==> config.mk <==
export PLATFORM = sky130hd
export DESIGN_NAME = hsv_core_commit_arbiter
export DESIGN_NICKNAME = d
export VERILOG_FILES = /design/src/rtl/hsv_core_commit_arbiter.sv
export SDC_FILE = /design/constraint.sdc
export NUM_CORES = 1
export LEC_CHECK = 0
export BUFFER_PORTS_ARGS = -buffer_cell sky130_fd_sc_hd__buf_2
export CORE_AREA = 2 2 129 131
export DETAILED_ROUTE_END_ITERATION = 10
export DIE_AREA = 0 0 131 133
export HOLD_SLACK_MARGIN = 0.06
export SLEW_MARGIN = 40
export SYNTH_ARGS = -nofsm -noshare
export SYNTH_HDL_FRONTEND = slang
export SYNTH_SLANG_ARGS = --single-unit
==> constraint.sdc <==
create_clock -name clk_core -period 8.7 [get_ports clk_core]
set_input_delay 0.435 -clock clk_core [delete_from_list [all_inputs] [get_ports clk_core]]
set_output_delay 0.435 -clock clk_core [all_outputs]
set_load 0.01 [all_outputs]
==> src/rtl/hsv_core_commit_arbiter.sv <==
// -----------------------------------------------------------------------------
// hsv_core_commit_arbiter
//
// Merges the result streams of NUM_SRC execution units into the single commit
// port. A round-robin search picks one valid source per cycle and loads its
// payload into a one-entry registered output stage. The core flush handshake
// discards the held entry and blocks new grants while flush_req is high.
//
// Ports
//   clk_core   in   1              core clock, all logic on posedge
//   rst_core   in   1              synchronous active-high reset
//   flush_req  in   1              flush request from the core
//   flush_ack  out  1              flush acknowledge (flush_req delayed 1 cycle)
//   in_valid   in   NUM_SRC        per-source result valid
//   in_ready   out  NUM_SRC        per-source ready, one-hot or zero
//   in_data    in   NUM_SRC*WIDTH  payloads, source i at [i*WIDTH +: WIDTH]
//   out_valid  out  1              commit payload valid
//   out_ready  in   1              commit stage ready
//   out_data   out  WIDTH          granted payload
//   out_src    out  SRC_W          index of the source that produced out_data
// -----------------------------------------------------------------------------
module hsv_core_commit_arbiter #(
    parameter int  NUM_SRC = 4,
    parameter int  WIDTH   = 64,
    localparam int SRC_W   = $clog2(NUM_SRC)
) (
    input  logic                     clk_core,
    input  logic                     rst_core,
    input  logic                     flush_req,
    output logic                     flush_ack,
    input  logic [NUM_SRC-1:0]       in_valid,
    output logic [NUM_SRC-1:0]       in_ready,
    input  logic [NUM_SRC*WIDTH-1:0] in_data,
    output logic                     out_valid,
    input  logic                     out_ready,
    output logic [WIDTH-1:0]         out_data,
    output logic [SRC_W-1:0]         out_src
);

    logic [SRC_W-1:0] rr_ptr_r;
    logic [SRC_W-1:0] grant_idx_s;
    logic [SRC_W-1:0] next_ptr_s;
    logic             grant_found_s;
    logic             can_load_s;
    logic             load_ok_s;
    logic [WIDTH-1:0] grant_data_s;
    int               cand_s;

    logic             out_valid_r;
    logic [WIDTH-1:0] out_data_r;
    logic [SRC_W-1:0] out_src_r;
    logic             flush_ack_r;

    // Round-robin search: first valid source starting at rr_ptr_r, wrapping.
    // Candidates are range-checked so a non-power-of-2 NUM_SRC (or a
    // corrupted pointer) can never select an absent source.
    always_comb begin
        grant_idx_s   = '0;
        grant_found_s = 1'b0;
        cand_s        = 0;
        for (int k = 0; k < NUM_SRC; k++) begin
            cand_s = int'(rr_ptr_r) + k;
            if (cand_s >= NUM_SRC) begin
                cand_s = cand_s - NUM_SRC;
            end else begin
                cand_s = cand_s;
            end
            if (!grant_found_s && (cand_s < NUM_SRC) && in_valid[cand_s[SRC_W-1:0]]) begin
                grant_found_s = 1'b1;
                grant_idx_s   = cand_s[SRC_W-1:0];
            end else begin
                grant_found_s = grant_found_s;
            end
        end
    end

    // Payload mux and pointer advance for the winning source.
    always_comb begin
        grant_data_s = '0;
        for (int i = 0; i < NUM_SRC; i++) begin
            if (grant_idx_s == SRC_W'(i)) begin
                grant_data_s = in_data[i*WIDTH +: WIDTH];
            end else begin
                grant_data_s = grant_data_s;
            end
        end
        if (grant_idx_s == SRC_W'(NUM_SRC - 1)) begin
            next_ptr_s = '0;
        end else begin
            next_ptr_s = grant_idx_s + SRC_W'(1);
        end
    end

    // Handshake: a grant is only offered when the output stage can accept it,
    // no flush is pending and reset is not asserted.
    always_comb begin
        can_load_s = !out_valid_r || out_ready;
        load_ok_s  = grant_found_s && can_load_s && !flush_req && !rst_core;
        in_ready   = '0;
        for (int i = 0; i < NUM_SRC; i++) begin
            if (load_ok_s && (grant_idx_s == SRC_W'(i))) begin
                in_ready[i] = 1'b1;
            end else begin
                in_ready[i] = 1'b0;
            end
        end
    end

    // Output stage, pointer and flush acknowledge registers.
    always_ff @(posedge clk_core) begin
        if (rst_core) begin
            out_valid_r <= 1'b0;
            out_data_r  <= '0;
            out_src_r   <= '0;
            flush_ack_r <= 1'b0;
            rr_ptr_r    <= '0;
        end else begin
            flush_ack_r <= flush_req;
            if (load_ok_s) begin
                // load_ok_s already implies in_valid of the winner
                out_valid_r <= 1'b1;
                out_data_r  <= grant_data_s;
                out_src_r   <= grant_idx_s;
                rr_ptr_r    <= next_ptr_s;
            end else if (flush_req || out_ready) begin
                // flush discards the entry; otherwise it drained this cycle
                out_valid_r <= 1'b0;
            end else begin
                out_valid_r <= out_valid_r;
            end
        end
    end

    assign out_valid = out_valid_r;
    assign out_data  = out_data_r;
    assign out_src   = out_src_r;
    assign flush_ack = flush_ack_r;

endmodule

==> summary.md, run 1 <==
| Metric | Value |
|---|---|
| Status | `finished, final reports clean` |
| Number of synthesized flops with an enable pin | `0` |
| Die area | `17400 um^2` |
| Reg clk slew, reported paths | `0.05 ns` |
| RSZ-0062 raised after global routing | `no` |
| Bufs on Longest Clock Path | `2` |
| Worst hold path type | `in -> reg` |
| Pwr Density | `394 nW/um^2` |
| Tcrit/Tclk final | `0.508` |
| Iteration-0 DRC Markers | `191` |
| Most frequent cells in the layout | `335 x buf_2, 70 x dfxtp_1, 69 x nor2b_1, 65 x a21oi_1, 65 x nor3_1` |
| Simple-Gate Fraction of Synth Area | `0.306` |
| Design Power | `2.62 mW` |
| Share of cells above drive strength 1 | `0.451` |
| FF+latch area | `1400 um^2` |
| Crit path capture type | `output pin` |
| Post-Synth XOR/XNOR Area | `0` |
| Leakage power total | `3.01 nW` |
| Die height | `133 um` |
| Clk root buf | `clkbuf_16` |
| First-pass GRT wire length | `26.2 mm` |
| Synth warn | `0` |
| Worst Path Max Fanout | `67` |
| Hold Vio Cnt, Final | `0` |
| Multiplexer share of the synthesized area | `0.00859` |
| Post-CTS resize count | `0` |
| CTS tree | `done` |
| Crit path largest cell delay | `0.61 ns` |
| Syn Nets | `848` |
| Setup violators final | `0` |
| Critical Path RT | `8.27 ns` |
| Critical Path Source Type | `register` |
| Fmax achieved | `226 MHz` |
| Largest net degree at the start of global routing | `78` |
| Detailed Routing Iterations Pass 1 | `4` |
| I/O pins | `336` |
| P&R area growth vs syn | `42.7%` |
| Clk Latency, worst-skew pair | `0.34 ns` |
| Synth Cell Area | `4660 um^2` |
| Avg Synthesized Cell Area | `8.05 um^2` |
| Starting Density | `0.288` |
| GP Congestion | `0.777` |
| Remaining DRCs | `0` |
| Commonest non-fill, non-tap cell in the layout | `buf_2` |
| Multi-input logic area | `2940 um^2` |
| Layout Utilization | `0.411` |
| Antenna violations before repair | `2` |
| Worst hold stages | `2` |
| Syn Inst Count | `579` |
| Critical path class | `reg -> out` |
| Post-synth ARST share | `0` |
| Hold WS | `0.310 ns` |
| Hold Startpoint | `flush_req` |
| Post-CTS Hold Fix Bufs | `0` |
| Post-synthesis compound-gate area fraction | `0.295` |
| Primary FF master, synth | `dfxtp_1` |
| Number of vias per cell | `5.05` |
| Die X | `131 um` |
| GRT Util Overall | `0.193` |
| Core ar. | `16200 um^2` |
| Placed Instances | `1074` |
| Placed Area | `6360 um^2` |
| Post-CTS setup buffer count | `0` |
| Place WS | `4.64 ns` |
| Setup TNS Final | `0 ns` |
| PortBufs | `335` |
| H-tree levels | `3` |
| Hpwl dp | `12.9 mm` |
| Headroom to the max-slew limit | `0.476` |
| Finished Layout Cells | `1091` |
| Num CTS Buffers | `9` |
| Final min period | `4.42 ns` |
| Maximum vdd drop | `0.252 mV` |
| Fill count | `1691` |
| Crit-path cells | `inv_1, ha_1, nor4bb_1, a211oi_1, o211a_1, inv_1, ha_4, buf_4, and2_1, buf_2` |
| Yosys reg bits | `70` |
| FP Rows | `47` |
| Clock sinks | `70` |
| Vias in the first global route | `5008` |
| CP max stage cell | `buf_4` |
| RR Startpoint | `rr_ptr_r[0]` |
| Worst reg-to-reg path cell count | `13` |
| Routed Wire Length | `18.0 mm` |
| Final worst slack | `4.28 ns` |
| Fin area | `6650 um^2` |
| Max Clock Skew | `0.00507 ns` |
| Total gr overflow | `0` |
| CP most frequent cell | `inv_1` |
| Routed WL per cell | `16.5 um` |
| NumNets Final | `1134` |
| Seq/Total Area, Yosys | `0.301` |
| Vias | `5506` |
| Adder-Cell Fraction of Synth Area | `0.0134` |
| CP Launch Point | `rr_ptr_r[0]` |
| Combinational family with the most area after synthesis | `simple AND/OR/NAND/NOR gates` |
| Number of distinct library cells after synthesis | `37` |
| Max Cap Violations | `0` |
| Worst EP arrival | `3.99 ns` |
| Final ANT Viol Nets | `0` |
| Slew Limit Fails | `0` |
| Measured slew at the worst slew-check pin | `0.786 ns` |
[Yosys cell counts (all sizes together) (2+ instances only)]
library cell	instances	area [um^2]
dfxtp	70	1400
nor2b	70	438
o21ai	68	400
nand3b	66	548
a21oi	65	325
nor3	65	325
a221oi	64	561
clkbuf	54	203
buf	13	134
ha	5	62.6
and2	4	25.0
inv	4	15.0
mux2i	4	40.0
nand2	4	15.0
nor2	4	15.0
o221ai	2	17.5
o31ai	2	15.0
or2	2	12.5
[kinds of logic after synthesis]
family	count (synthesis)
AO/OA/AOI/OAI	208
adder cells (fa/ha/maj)	5
multiplexers	4
AND/OR/NAND/NOR	221
buffers and inverters	71
flip-flops	70
[report_power, final]
part	internal [mW]	switching, mW
sequential	0.464	0.0764
clock	0.221	0.141
combinational	0.705	1.01
[per-layer routing]
layer | GRT usage | part of all wire | vias to the layer above
met5 | 0 | 0.0010 | -
met4 | 0.0532 | 0.011 | 2
met3 | 0.0530 | 0.089 | 13
met2 | 0.339 | 0.49 | 240
met1 | 0.229 | 0.41 | 2485
li1 | - | - | 2766
[registers in the layout (all words and copies together) (netlist names)]
signal     count
out_data      64
out_src        2
rr_ptr_r       2
flush_ack      1
out_valid      1
[worst paths after layout]
check / to / slack, ns
worst max-delay path: in_ready[3] / 4.28
worst min-delay path: out_valid / 0.31
worst max register to register: out_data[26] / 4.73
worst min register to register: out_data[32] / 0.47
[final cells by class]
cell class	instances	area share
Antenna cell	1	0.000376
Clock buffer	12	0.0356
Clock inverter	4	0.00715
Inverter	4	0.00226
Multi-Input combinational cell	438	0.443
Sequential cell	70	0.211
Tap cell	220	0.0414
Timing Repair Buffer	342	0.260
[critical path: cells and delay by family, from the launching register on]
kind	cells	cell delay [ns]
compound gates	2	0.43
flops	1	0.48
fa+ha+maj	2	1.07
buf+inv	4	1.03
simple gates	2	0.56
(Power assumes the default switching activity.)
==> run 2: changes to the inputs <==
ABC_AREA = 1   (was unset)
clock period = 4.6 ns   (was 8.7 ns; I/O delays follow)
==> run 2 against run 1 <==
  * Register-to-register slack got worse by 3.5 ns
  * Cell count is 20% higher
  * Sequential share of layout area is 0.38 points lower
  * Wire length grew 1.7%
  * Worst hold slack lost 0.19 ns
  * Utilization rose by 0.76 points
  * Setup slack worse by 3.2 ns
  * Power increased by 69%
  * Critical path type unchanged
  * Critical endpoint is now in_ready[1]
  * Largest power group unchanged
==> summary.md, run 2 <==
| Metric | Value |
|---|---|
| Post-synthesis compound-gate area fraction | `0.216` |
| Vias in the first global route | `5660` |
| Status | `finished, final reports clean` |
| Vias | `6129` |
| Routed Wire Length | `18.3 mm` |
| Hold Vio Cnt, Final | `0` |
| Largest net degree at the start of global routing | `72` |
| Synth cell count leaders | `345 x nand2_1, 109 x o21ai_0, 73 x nand3_1` |
| Clk root buf | `clkbuf_16` |
| Adder-Cell Fraction of Synth Area | `0.0135` |
| H-tree levels | `3` |
| Antenna violations before repair | `0` |
| Final worst slack | `1.04 ns` |
| CP Launch Point | `rr_ptr_r[0]` |
| Hold Startpoint | `rst_core` |
| Multiplexer share of the synthesized area | `0` |
| Post-CTS setup buffer count | `0` |
| Yosys reg bits | `70` |
| Die height | `133 um` |
| CP max stage cell | `buf_4` |
| Avg Synthesized Cell Area | `5.82 um^2` |
| Num CTS Buffers | `9` |
| Critical Path RT | `4.37 ns` |
| Crit path largest cell delay | `0.53 ns` |
| Most frequent cells in the layout | `345 x nand2_1, 335 x buf_2, 109 x o21ai_0, 73 x nand3_1, 70 x dfxtp_1` |
| Remaining DRCs | `0` |
| RSZ-0062 raised after global routing | `no` |
| Reg clk slew, reported paths | `0.05 ns` |
| Maximum vdd drop | `0.415 mV` |
| Routed WL per cell | `13.9 um` |
| Post-synth top area cell | `dfxtp_1` |
| Detailed Routing Iterations Pass 1 | `5` |
| Hold WS | `0.123 ns` |
| Post-synth ARST share | `0` |
| Leakage power total | `3.72 nW` |
| Syn Inst Count | `796` |
| GRT Util Overall | `0.204` |
| CP most frequent cell | `inv_1` |
| Bufs on Longest Clock Path | `2` |
| Crit-path cells | `inv_4, ha_1, inv_1, nand3_2, nand2_2, nor2_8, nand3_1, nand2_1, nand2_1, inv_1, ha_2, buf_4, inv_1, nor2_1, buf_2` |
| Critical path class | `reg -> out` |
| Iteration-0 DRC Markers | `256` |
| Measured slew at the worst slew-check pin | `0.811 ns` |
| RR Startpoint | `rr_ptr_r[0]` |
| P&R area growth vs syn | `46.2%` |
| Synth Cell Area | `4630 um^2` |
| Final ANT Viol Nets | `0` |
| I/O pins | `336` |
| Worst Path Max Fanout | `65` |
| Pwr Density | `653 nW/um^2` |
| Main area contributors after synthesis | `dfxtp_1 30%, nand2_1 28%, o21ai_0 12%` |
| Place WS | `1.17 ns` |
| PortBufs | `335` |
| Setup TNS Final | `0 ns` |
| GP Congestion | `0.845` |
| Number of vias per cell | `4.66` |
| First-pass GRT wire length | `28.2 mm` |
| Max Cap Violations | `0` |
| Starting Density | `0.287` |
| Die X | `131 um` |
| Seq/Total Area, Yosys | `0.302` |
| Clk Latency, worst-skew pair | `0.34 ns` |
| Share of the synthesized area in the top cell type | `0.302` |
| Final min period | `3.56 ns` |
| Core ar. | `16200 um^2` |
| Post-Synth XOR/XNOR Area | `0` |
| NumNets Final | `1358` |
| Count leader, synth | `nand2_1` |
| Worst hold path type | `in -> reg` |
| Total gr overflow | `0` |
| Share of cells above drive strength 1 | `0.344` |
| Syn Nets | `1065` |
| Tcrit/Tclk final | `0.774` |
| Number of distinct library cells after synthesis | `25` |
| Commonest non-fill, non-tap cell in the layout | `nand2_1` |
| Setup violators final | `0` |
| Combinational family with the most area after synthesis | `simple AND/OR/NAND/NOR gates` |
| Simple-Gate Fraction of Synth Area | `0.389` |
| Hpwl dp | `13.3 mm` |
| Flop2flop setup slack | `1.20 ns` |
| Worst EP arrival | `3.33 ns` |
| Slew Limit Fails | `0` |
| Number of synthesized flops with an enable pin | `0` |
| Crit path capture type | `output pin` |
| Headroom to the max-slew limit | `0.459` |
| FP Rows | `47` |
| Synth warn | `0` |
| Max Clock Skew | `0.00676 ns` |
| Post-CTS resize count | `0` |
| Clock sinks | `70` |
| Die area | `17400 um^2` |
| Ant. Diodes | `0` |
| Max reg flops | `64` |
| Fmax achieved | `281 MHz` |
| Post-CTS Hold Fix Bufs | `0` |
| Critical Path Source Type | `register` |
| Primary FF master, synth | `dfxtp_1` |
| CTS tree | `done` |
==> run 2: cell count changes in the layout (fill, tap and decap cells not counted), moves of 64 or more <==
cell      previous run  this run
nor2b_1             69         0
nand2_1              4       345
nor3_1              65         1
nand3_1              0        73
a221oi_1            64         0
o21ai_0              2       109
==> run 2: path summary, 6_finish.rpt <==
path,end,depth (start not counted)
max reg2reg,out_data[33],20
min,rr_ptr_r[0],2
max,in_ready[1],15
min reg2reg,out_data[20],2
==> run 2: where the power goes <==
part,switching [mW],internal (mW)
Combinational,1.79,1.05
Clock,0.260,0.488
Sequential,0.0723,0.755
Total,2.13,2.30
==> run 2: worst max-delay path, delay by kind of cell (launching register included) <==
family	cells	cell delay, ns
AND/OR/NAND/NOR	7	0.71
buffers and inverters	6	1.07
flip-flops	1	0.51
adder cells (fa/ha/maj)	2	0.55
==> run 2: cells by family after synthesis <==
| kind of cell | count (synthesis) |
|---|---|
| AOI/OAI and AO/OA | 199 |
| and+or+nand+nor | 438 |
| buffers and inverters | 84 |
| adders and majority gates | 5 |
| DFF | 70 |
==> run 2: per-layer routing <==
| layer | up-vias | wire (um) | GRT usage |
|---|---|---|---|
| met4 | 0 | 482 | 0.0804 |
| met1 | 2672 | 7750 | 0.248 |
| met2 | 232 | 8750 | 0.350 |
| li1 | 3193 | - | - |
| met3 | 32 | 1310 | 0.0412 |
| met5 | - | 0 | 0 |
==> run 2: final cells by class <==
type,count,area [um^2]
Clock buffer,12,246
Sequential cell,70,1400
Multi-Input combinational cell,642,2890
Tap cell,220,275
Inverter,21,85.1
Timing Repair Buffer,345,1800
Clock inverter,4,70.1
Fill cell,1812,9400
==> run 2: per-stage QoR <==
stage	utilization	total power, mW	area (um^2)	instances
6_report	0.419	4.42	6770	1314
3_5_place_dp	0.399	3.70	6460	1298
3_3_place_gp	0.396	3.56	6400	1296
5_1_grt	0.419	4.93	6770	1314
2_1_floorplan	-	2.80	4630	796
4_1_cts	0.419	4.46	6770	1314
